### src/rtl/core_pkg.sv
// -----------------------------------------------------------------------------
// core_pkg
// Shared types for the RV64I pipeline control logic.
//   fwd_sel_e   : Execute-stage operand source select
//   hz_state_e  : hazard controller memory-wait FSM states
//   DEF_REG_AW  : default register-index width
// -----------------------------------------------------------------------------
package core_pkg;

    localparam int DEF_REG_AW = 5;

    typedef enum logic [1:0] {
        FWD_RF = 2'b00,
        FWD_W  = 2'b01,
        FWD_M  = 2'b10
    } fwd_sel_e;

    typedef enum logic {
        HZ_RUN  = 1'b0,
        HZ_WAIT = 1'b1
    } hz_state_e;

endpackage : core_pkg

### src/rtl/sat_counter.sv
// -----------------------------------------------------------------------------
// sat_counter
// Up-counter that sticks at all-ones instead of wrapping.
//   clk   : clock
//   rst   : synchronous active-high clear
//   inc   : count enable
//   count : current value
// -----------------------------------------------------------------------------
module sat_counter #(
    parameter int W = 8
) (
    input  logic         clk,
    input  logic         rst,
    input  logic         inc,
    output logic [W-1:0] count
);

    logic [W-1:0] r_count;

    // Count register: clear has priority, then saturating increment.
    always_ff @(posedge clk) begin
        if (rst) begin
            r_count <= {W{1'b0}};
        end else if (inc && (r_count != {W{1'b1}})) begin
            r_count <= r_count + W'(1'b1);
        end else begin
            r_count <= r_count;
        end
    end

    assign count = r_count;

endmodule : sat_counter

### src/rtl/hazard_ctrl.sv
// -----------------------------------------------------------------------------
// hazard_ctrl
// Pipeline hazard controller: operand forwarding for the Execute stage,
// load-use stall, branch-redirect flush and global stall during data-memory
// wait states, with a wait watchdog and saturating performance counters.
//   clk, rst                      : clock, synchronous active-high reset
//   Rs_D / Rs_E                   : packed source indices (operand i at i*REG_AW)
//   Rd_E/M/W, RegWrite_E/M/W      : destination index and write enable per stage
//   Load_E, Load_M                : stage holds a load
//   MemReq_M, mem_ready_M         : data-memory request / completion
//   PCSrc_E                       : taken redirect resolved in E
//   Forward_E                     : 2-bit source select per operand
//   Stall_F/D/E/M, Flush_D/E/W    : pipeline register hold / clear
//   mem_timeout                   : sticky watchdog flag
//   stall_cnt, flush_cnt          : saturating event counters
// -----------------------------------------------------------------------------
module hazard_ctrl
    import core_pkg::*;
#(
    parameter int NUM_SRC = 2,
    parameter int REG_AW  = DEF_REG_AW,
    parameter int TIMEOUT = 64,
    parameter int CNT_W   = 32
) (
    input  logic                        clk,
    input  logic                        rst,
    input  logic [NUM_SRC*REG_AW-1:0]   Rs_D,
    input  logic [NUM_SRC*REG_AW-1:0]   Rs_E,
    input  logic [REG_AW-1:0]           Rd_E,
    input  logic [REG_AW-1:0]           Rd_M,
    input  logic [REG_AW-1:0]           Rd_W,
    input  logic                        RegWrite_E,
    input  logic                        RegWrite_M,
    input  logic                        RegWrite_W,
    input  logic                        Load_E,
    input  logic                        Load_M,
    input  logic                        MemReq_M,
    input  logic                        mem_ready_M,
    input  logic                        PCSrc_E,
    output logic [NUM_SRC*2-1:0]        Forward_E,
    output logic                        Stall_F,
    output logic                        Stall_D,
    output logic                        Stall_E,
    output logic                        Stall_M,
    output logic                        Flush_D,
    output logic                        Flush_E,
    output logic                        Flush_W,
    output logic                        mem_timeout,
    output logic [CNT_W-1:0]            stall_cnt,
    output logic [CNT_W-1:0]            flush_cnt
);

    // Wait counter is wide enough to hold TIMEOUT itself (its saturation point).
    localparam int                 WCNT_W    = $clog2(TIMEOUT + 1);
    localparam logic [WCNT_W-1:0]  WCNT_MAX  = WCNT_W'(TIMEOUT);
    localparam logic [WCNT_W-1:0]  WCNT_TRIP = WCNT_W'(TIMEOUT - 1);

    hz_state_e          r_state;
    hz_state_e          w_state_nxt;
    logic               w_mem_wait;
    logic               w_lu_stall;
    logic [NUM_SRC-1:0] w_lu_hit;
    logic [WCNT_W-1:0]  w_wcnt;
    logic               w_wcnt_clr;
    logic               w_wcnt_inc;
    logic               w_stall_inc;
    logic               w_flush_inc;
    logic               r_mem_timeout;

    assign w_mem_wait = MemReq_M & ~mem_ready_M;

    for (genvar g = 0; g < NUM_SRC; g++) begin : g_src
        logic [REG_AW-1:0] w_rs_e;
        logic [REG_AW-1:0] w_rs_d;
        fwd_sel_e          w_sel;

        assign w_rs_e = Rs_E[g*REG_AW +: REG_AW];
        assign w_rs_d = Rs_D[g*REG_AW +: REG_AW];

        // Register x0 is never a real dependency, so zero indices never match.
        assign w_lu_hit[g] = (w_rs_d != {REG_AW{1'b0}}) && (w_rs_d == Rd_E);

        // Operand source select: M beats W; a load in M has no data to forward yet.
        always_comb begin
            w_sel = FWD_RF;
            if (rst || (w_rs_e == {REG_AW{1'b0}})) begin
                w_sel = FWD_RF;
            end else if (RegWrite_M && (Rd_M == w_rs_e) && !Load_M) begin
                w_sel = FWD_M;
            end else if (RegWrite_W && (Rd_W == w_rs_e)) begin
                w_sel = FWD_W;
            end else begin
                w_sel = FWD_RF;
            end
        end

        assign Forward_E[2*g +: 2] = w_sel;
    end

    assign w_lu_stall = Load_E & RegWrite_E & (Rd_E != {REG_AW{1'b0}}) & (|w_lu_hit);

    // Stall/flush priority: reset, memory wait, redirect, load-use.
    // A memory wait holds E, so a pending redirect stays visible until it can act.
    always_comb begin
        Stall_F = 1'b0;
        Stall_D = 1'b0;
        Stall_E = 1'b0;
        Stall_M = 1'b0;
        Flush_D = 1'b0;
        Flush_E = 1'b0;
        Flush_W = 1'b0;
        if (rst) begin
            Flush_D = 1'b1;
            Flush_E = 1'b1;
            Flush_W = 1'b1;
        end else if (w_mem_wait) begin
            Stall_F = 1'b1;
            Stall_D = 1'b1;
            Stall_E = 1'b1;
            Stall_M = 1'b1;
            Flush_W = 1'b1;
        end else if (PCSrc_E) begin
            Flush_D = 1'b1;
            Flush_E = 1'b1;
        end else if (w_lu_stall) begin
            Stall_F = 1'b1;
            Stall_D = 1'b1;
            Flush_E = 1'b1;
        end else begin
            Stall_F = 1'b0;
        end
    end

    // Memory-wait FSM next state; WAIT also ends if the request is withdrawn.
    always_comb begin
        w_state_nxt = HZ_RUN;
        case (r_state)
            HZ_RUN: begin
                if (w_mem_wait) begin
                    w_state_nxt = HZ_WAIT;
                end else begin
                    w_state_nxt = HZ_RUN;
                end
            end
            HZ_WAIT: begin
                if (mem_ready_M || !MemReq_M) begin
                    w_state_nxt = HZ_RUN;
                end else begin
                    w_state_nxt = HZ_WAIT;
                end
            end
            default: w_state_nxt = HZ_RUN;
        endcase
    end

    // FSM state register.
    always_ff @(posedge clk) begin
        if (rst) begin
            r_state <= HZ_RUN;
        end else begin
            r_state <= w_state_nxt;
        end
    end

    // Wait counter counts every cycle spent waiting, including the first one
    // (still in RUN), and restarts whenever the FSM lands in RUN.
    assign w_wcnt_clr = rst | (w_state_nxt == HZ_RUN);
    assign w_wcnt_inc = (w_state_nxt == HZ_WAIT) & (w_wcnt != WCNT_MAX);

    sat_counter #(.W(WCNT_W)) u_wait_cnt (
        .clk   (clk),
        .rst   (w_wcnt_clr),
        .inc   (w_wcnt_inc),
        .count (w_wcnt)
    );

    // Sticky watchdog: trips after TIMEOUT consecutive wait cycles; only reset clears it.
    always_ff @(posedge clk) begin
        if (rst) begin
            r_mem_timeout <= 1'b0;
        end else if (w_mem_wait && (w_wcnt == WCNT_TRIP)) begin
            r_mem_timeout <= 1'b1;
        end else begin
            r_mem_timeout <= r_mem_timeout;
        end
    end

    assign mem_timeout = r_mem_timeout;

    // A redirect is counted only in the cycle it actually flushes.
    assign w_stall_inc = Stall_F;
    assign w_flush_inc = ~rst & PCSrc_E & ~w_mem_wait;

    sat_counter #(.W(CNT_W)) u_stall_cnt (
        .clk   (clk),
        .rst   (rst),
        .inc   (w_stall_inc),
        .count (stall_cnt)
    );

    sat_counter #(.W(CNT_W)) u_flush_cnt (
        .clk   (clk),
        .rst   (rst),
        .inc   (w_flush_inc),
        .count (flush_cnt)
    );

endmodule : hazard_ctrl

### config.mk
export PLATFORM = sky130hd
export DESIGN_NAME = hazard_ctrl
export DESIGN_NICKNAME = d
export VERILOG_FILES = /design/src/rtl/core_pkg.sv /design/src/rtl/sat_counter.sv /design/src/rtl/hazard_ctrl.sv
export SDC_FILE = /design/constraint.sdc
export NUM_CORES = 1
export LEC_CHECK = 0
export CAP_MARGIN = 20
export CORE_MARGIN = 4
export CORE_UTILIZATION = 25
export DETAILED_ROUTE_END_ITERATION = 12
export GPL_TIMING_DRIVEN = 0
export SETUP_SLACK_MARGIN = 0.15
export SYNTH_ARGS = -nofsm -noshare
export SYNTH_HDL_FRONTEND = slang
export SYNTH_SLANG_ARGS = --single-unit
### constraint.sdc
create_clock -name clk -period 3.6 [get_ports clk]
set_input_delay 0.54 -clock clk [delete_from_list [all_inputs] [get_ports clk]]
set_output_delay 0.54 -clock clk [all_outputs]
set_load 0.02 [all_outputs]
==> results_tabular.tex <==
\begin{tabular}{lr}
\hline
Metric & Value \\
\hline
\multicolumn{2}{l}{\textbf{Synth}} \\
\quad Main area contributors after synthesis & sky130\_fd\_sc\_hd\_\_dfxtp\_1 (34\%), sky130\_fd\_sc\_hd\_\_xnor2\_1 (9.8\%), sky130\_fd\_sc\_hd\_\_nor2\_1 (6.5\%), sky130\_fd\_sc\_hd\_\_xor2\_1 (4.2\%), sky130\_fd\_sc\_hd\_\_nand4\_1 (4.0\%) \\
\quad Fraction of the yosys area taken by sequential cells & 0.344 \\
\quad Most used flip-flop cell after synthesis & sky130\_fd\_sc\_hd\_\_dfxtp\_1 \\
\quad Synth warnings & 0 \\
\quad Unique cell type count in the Yosys netlist & 52 \\
\quad Synth cell count leaders & sky130\_fd\_sc\_hd\_\_nor2\_1 (73), sky130\_fd\_sc\_hd\_\_dfxtp\_1 (72), sky130\_fd\_sc\_hd\_\_xnor2\_1 (47) \\
\quad Biggest area consumer among synthesized cells & sky130\_fd\_sc\_hd\_\_dfxtp\_1 \\
\quad Mean area per synthesized cell & 8.44 um\^{}2 \\
\quad Post-Syn Instances & 496 \\
\quad Synthesized flop and latch total & 72 \\
\quad Cell with the most instances after synthesis & sky130\_fd\_sc\_hd\_\_nor2\_1 \\
\quad Post-synth net total & 545 \\
\quad Async set-reset flop share out of synthesis & 0 \\
\quad Mapped Area & 4190 um\^{}2 \\
\quad Area share of the largest cell type after synthesis & 0.344 \\
\quad Count of flip-flops with a built-in enable after synthesis & 0 \\
\multicolumn{2}{l}{\textbf{Place}} \\
\quad Detailed placer's ending HPWL & 9.19 mm \\
\quad Number of cells after detailed placement & 835 \\
\quad Final RePlAce weighted congestion & 0.809 \\
\quad IO Port Bufs & 119 \\
\multicolumn{2}{l}{\textbf{Finish}} \\
\quad Filler cell count & 1698 \\
\quad Count of inserted antenna diode cells & 0 \\
\quad Final Instance Count excl. Fillers & 850 \\
\quad Ratio of cells with drive above 1 in the final layout & 0.0778 \\
\quad Area Overhead vs Synth & 41.7\% \\
\quad Post-layout net count & 676 \\
\multicolumn{2}{l}{\textbf{Routing}} \\
\quad Vias per std cell & 4.77 \\
\quad Post-route DRC & 0 \\
\quad 1st-pass router iterations & 4 \\
\quad Routed wire length & 12.0 mm \\
\quad Via total after detailed routing & 4055 \\
\quad Routed length per instance & 14.2 um \\
\quad Detail Route Antenna Nets & 0 \\
\quad DRC violation total after the first TritonRoute iteration & 235 \\
\multicolumn{2}{l}{\textbf{Clock tree}} \\
\quad Clock tree from TritonCTS & built \\
\quad Number of levels in the clock H-tree & 3 \\
\quad Total CTS buffers & 9 \\
\quad CTS hold repair buffers & 0 \\
\quad Root Buffer Master & sky130\_fd\_sc\_hd\_\_clkbuf\_16 \\
\quad Maximum clock path buffer count & 2 \\
\quad Latest clock arrival within the worst-skew pair & 0.34 ns \\
\quad Total clock sinks & 72 \\
\quad Clk slew on worst S/H paths & 0.06 ns \\
\multicolumn{2}{l}{\textbf{Worst setup path}} \\
\quad Count of buffering cells on the critical path with inverters included & 3 \\
\quad Largest fanout on the critical path & 10 \\
\quad Critical path class & in -> out \\
\quad Element type at the critical path end & primary output \\
\quad WP data arrival & 2.80 ns \\
\quad Required time worst endpoint & 3.06 ns \\
\quad Chain of cells forming the critical path & clkdlybuf4s50\_1, or4\_1, a21oi\_2, o221a\_4, buf\_4, nor2\_1, clkdlybuf4s50\_1 \\
\quad Maximum single-stage delay on the critical path & 0.55 ns \\
\quad Top delay family on crit path & buffers and inverters \\
\quad Slowest cell on the critical path & sky130\_fd\_sc\_hd\_\_or4\_1 \\
\quad Most frequent cell on the critical path & sky130\_fd\_sc\_hd\_\_clkdlybuf4s50\_1 \\
\quad Type of origin of the critical path & input port \\
\quad Setup slack of the most critical reg-to-reg path & 1.22 ns \\
\multicolumn{2}{l}{\textbf{Power and ir drop}} \\
\quad Maximum VDD drop & 0.236 mV \\
\quad Leakage & 1.97 nW \\
\quad Total power per unit cell area & 302 nW/um\^{}2 \\
\multicolumn{2}{l}{\textbf{Timing}} \\
\quad Number of setup violations in the final report & 0 \\
\quad Layout Skew & 0.00357 ns \\
\quad Slew at the pin with the worst max-slew slack & 0.942 ns \\
\quad RSZ-0062 raised after global routing & false \\
\quad Slew Limit Fails & 0 \\
\quad Shortest clock period the worst path allows after layout & 3.34 ns \\
\quad Final worst-path cycle share & 0.929 \\
\quad Worst relative slew slack & 0.363 \\
\quad Count of endpoints failing hold in the final timing report & 0 \\
\quad Worst Hold Margin & 0.492 ns \\
\quad Highest attainable clock frequency & 299 MHz \\
\multicolumn{2}{l}{\textbf{Job}} \\
\quad Max-capacitance violation count & 0 \\
\multicolumn{2}{l}{\textbf{Global route}} \\
\quad First-pass GRT wire length & 19.2 mm \\
\quad Maximum number of pins on one net before global-route repair & 11 \\
\quad Antenna violations before repair & 0 \\
\quad Global router's overall resource usage & 0.130 \\
\quad Leftover overflow at the end of global routing & 0 \\
\quad Vias in the first global route & 3775 \\
\multicolumn{2}{l}{\textbf{Die}} \\
\quad Die Height & 137 um \\
\quad Area enclosed by the die boundary & 18900 um\^{}2 \\
\quad Starting Density & 0.253 \\
\quad Row cnt & 47 \\
\quad Die X & 137 um \\
\quad Area of the core & 16500 um\^{}2 \\
\quad I/O pin total & 121 \\
\multicolumn{2}{l}{\textbf{Worst hold path}} \\
\quad Min-Delay Path Class & reg -> reg \\
\multicolumn{2}{l}{\textbf{Outcome}} \\
\quad Run status & completed \\
\hline
\end{tabular}
metrics by stage:
stage               TNS, ns   util  total power [mW]  instance area, um^2  worst slack [ns]
global route              0  0.359              1.87                 5930             0.152
detailed placement  -0.0490  0.342              1.00                 5650           -0.0490
floorplan                 0      -             0.907                 4190              1.03
CTS                       0  0.359              1.81                 5930             0.191
global placement    -0.0476  0.342              1.00                 5650           -0.0476
finish                    0  0.359              1.79                 5930             0.257
layout by cell type (no fill, tap or decap), drive strengths merged, types with 4 or more instances in the layout:
cell,n
buf,10
mux2i,4
mux2,11
nand3,31
dfxtp,72
o21ai,9
nor2,73
a21oi,20
xor2,20
nand2b,11
nor4b,4
and3,11
clkbuf,24
nor4,13
nor3b,5
nand2,20
nor3,16
or3,9
nand4,28
nor2b,14
xnor2,47
clkdlybuf4s50,118
a31o,4
and4,14
ha,4
inv,11
or4,4
layout make-up:
| cell class | instances | area [um^2] | share of cell area |
|---|---|---|---|
| multi-input cells | 393 | 2630 | 0.443 |
| flip-flops and latches | 72 | 1440 | 0.243 |
| repair buffers | 120 | 1200 | 0.202 |
| well taps | 220 | 275 | 0.0464 |
| clock buffers | 13 | 250 | 0.0422 |
| plain buffers | 20 | 95.1 | 0.0160 |
| inverters | 11 | 41.3 | 0.00696 |
| clock inverters | 1 | 5.00 | 0.000843 |
per-layer routing:
layer	vias to the layer above	global-route usage	wire, um
li1	2038	-	-
met1	1902	0.172	5720
met2	104	0.203	5430
met3	11	0.0416	759
met4	0	0.0366	140
met5	-	0	0
path summary, 6_finish.rpt:
| kind | startpoint | endpoint | cells after the start |
|---|---|---|---|
| setup reg to reg | u_stall_cnt.count[21] | u_stall_cnt.count[19] | 6 |
| hold reg to reg | u_stall_cnt.count[4] | u_stall_cnt.count[4] | 1 |
| hold / removal | u_stall_cnt.count[4] | u_stall_cnt.count[4] | 1 |
| setup / recovery | Rs_D[5] | Stall_D | 7 |
state kept, by name, indices dropped and copies added (netlist names):
| signal | count |
|---|---|
| u_wait_cnt.count | 7 |
| mem_timeout | 1 |
| u_stall_cnt.count | 32 |
| u_flush_cnt.count | 32 |
cell families (layout without fill, tap and decap cells):
kind of cell             after synthesis  in the layout  synth area share
AND/OR/NAND/NOR                      262            262             0.356
flip-flops                            72             72             0.344
XOR/XNOR                              67             67             0.140
AO/OA/AOI/OAI                         45             45            0.0774
buffers and inverters                 31            165            0.0317
multiplexers                          15             15            0.0391
adder cells (fa/ha/maj)                4              4            0.0120
power by group:
| group | switching, mW | leakage, nW | internal [mW] |
|---|---|---|---|
| sequential | 0.00284 | 0.580 | 0.799 |
| combinational | 0.0919 | 1.26 | 0.0936 |
| clock | 0.325 | 0.126 | 0.477 |
what timing repair did:
| item | in CTS | in global routing |
|---|---|---|
| resized for setup | 5 | 2 |
| setup buffers | 1 | 0 |
| setup endpoints to repair | 2 | 1 |
| pin swaps | 1 | 0 |
Note: power is estimated with default switching activity, not from simulation.
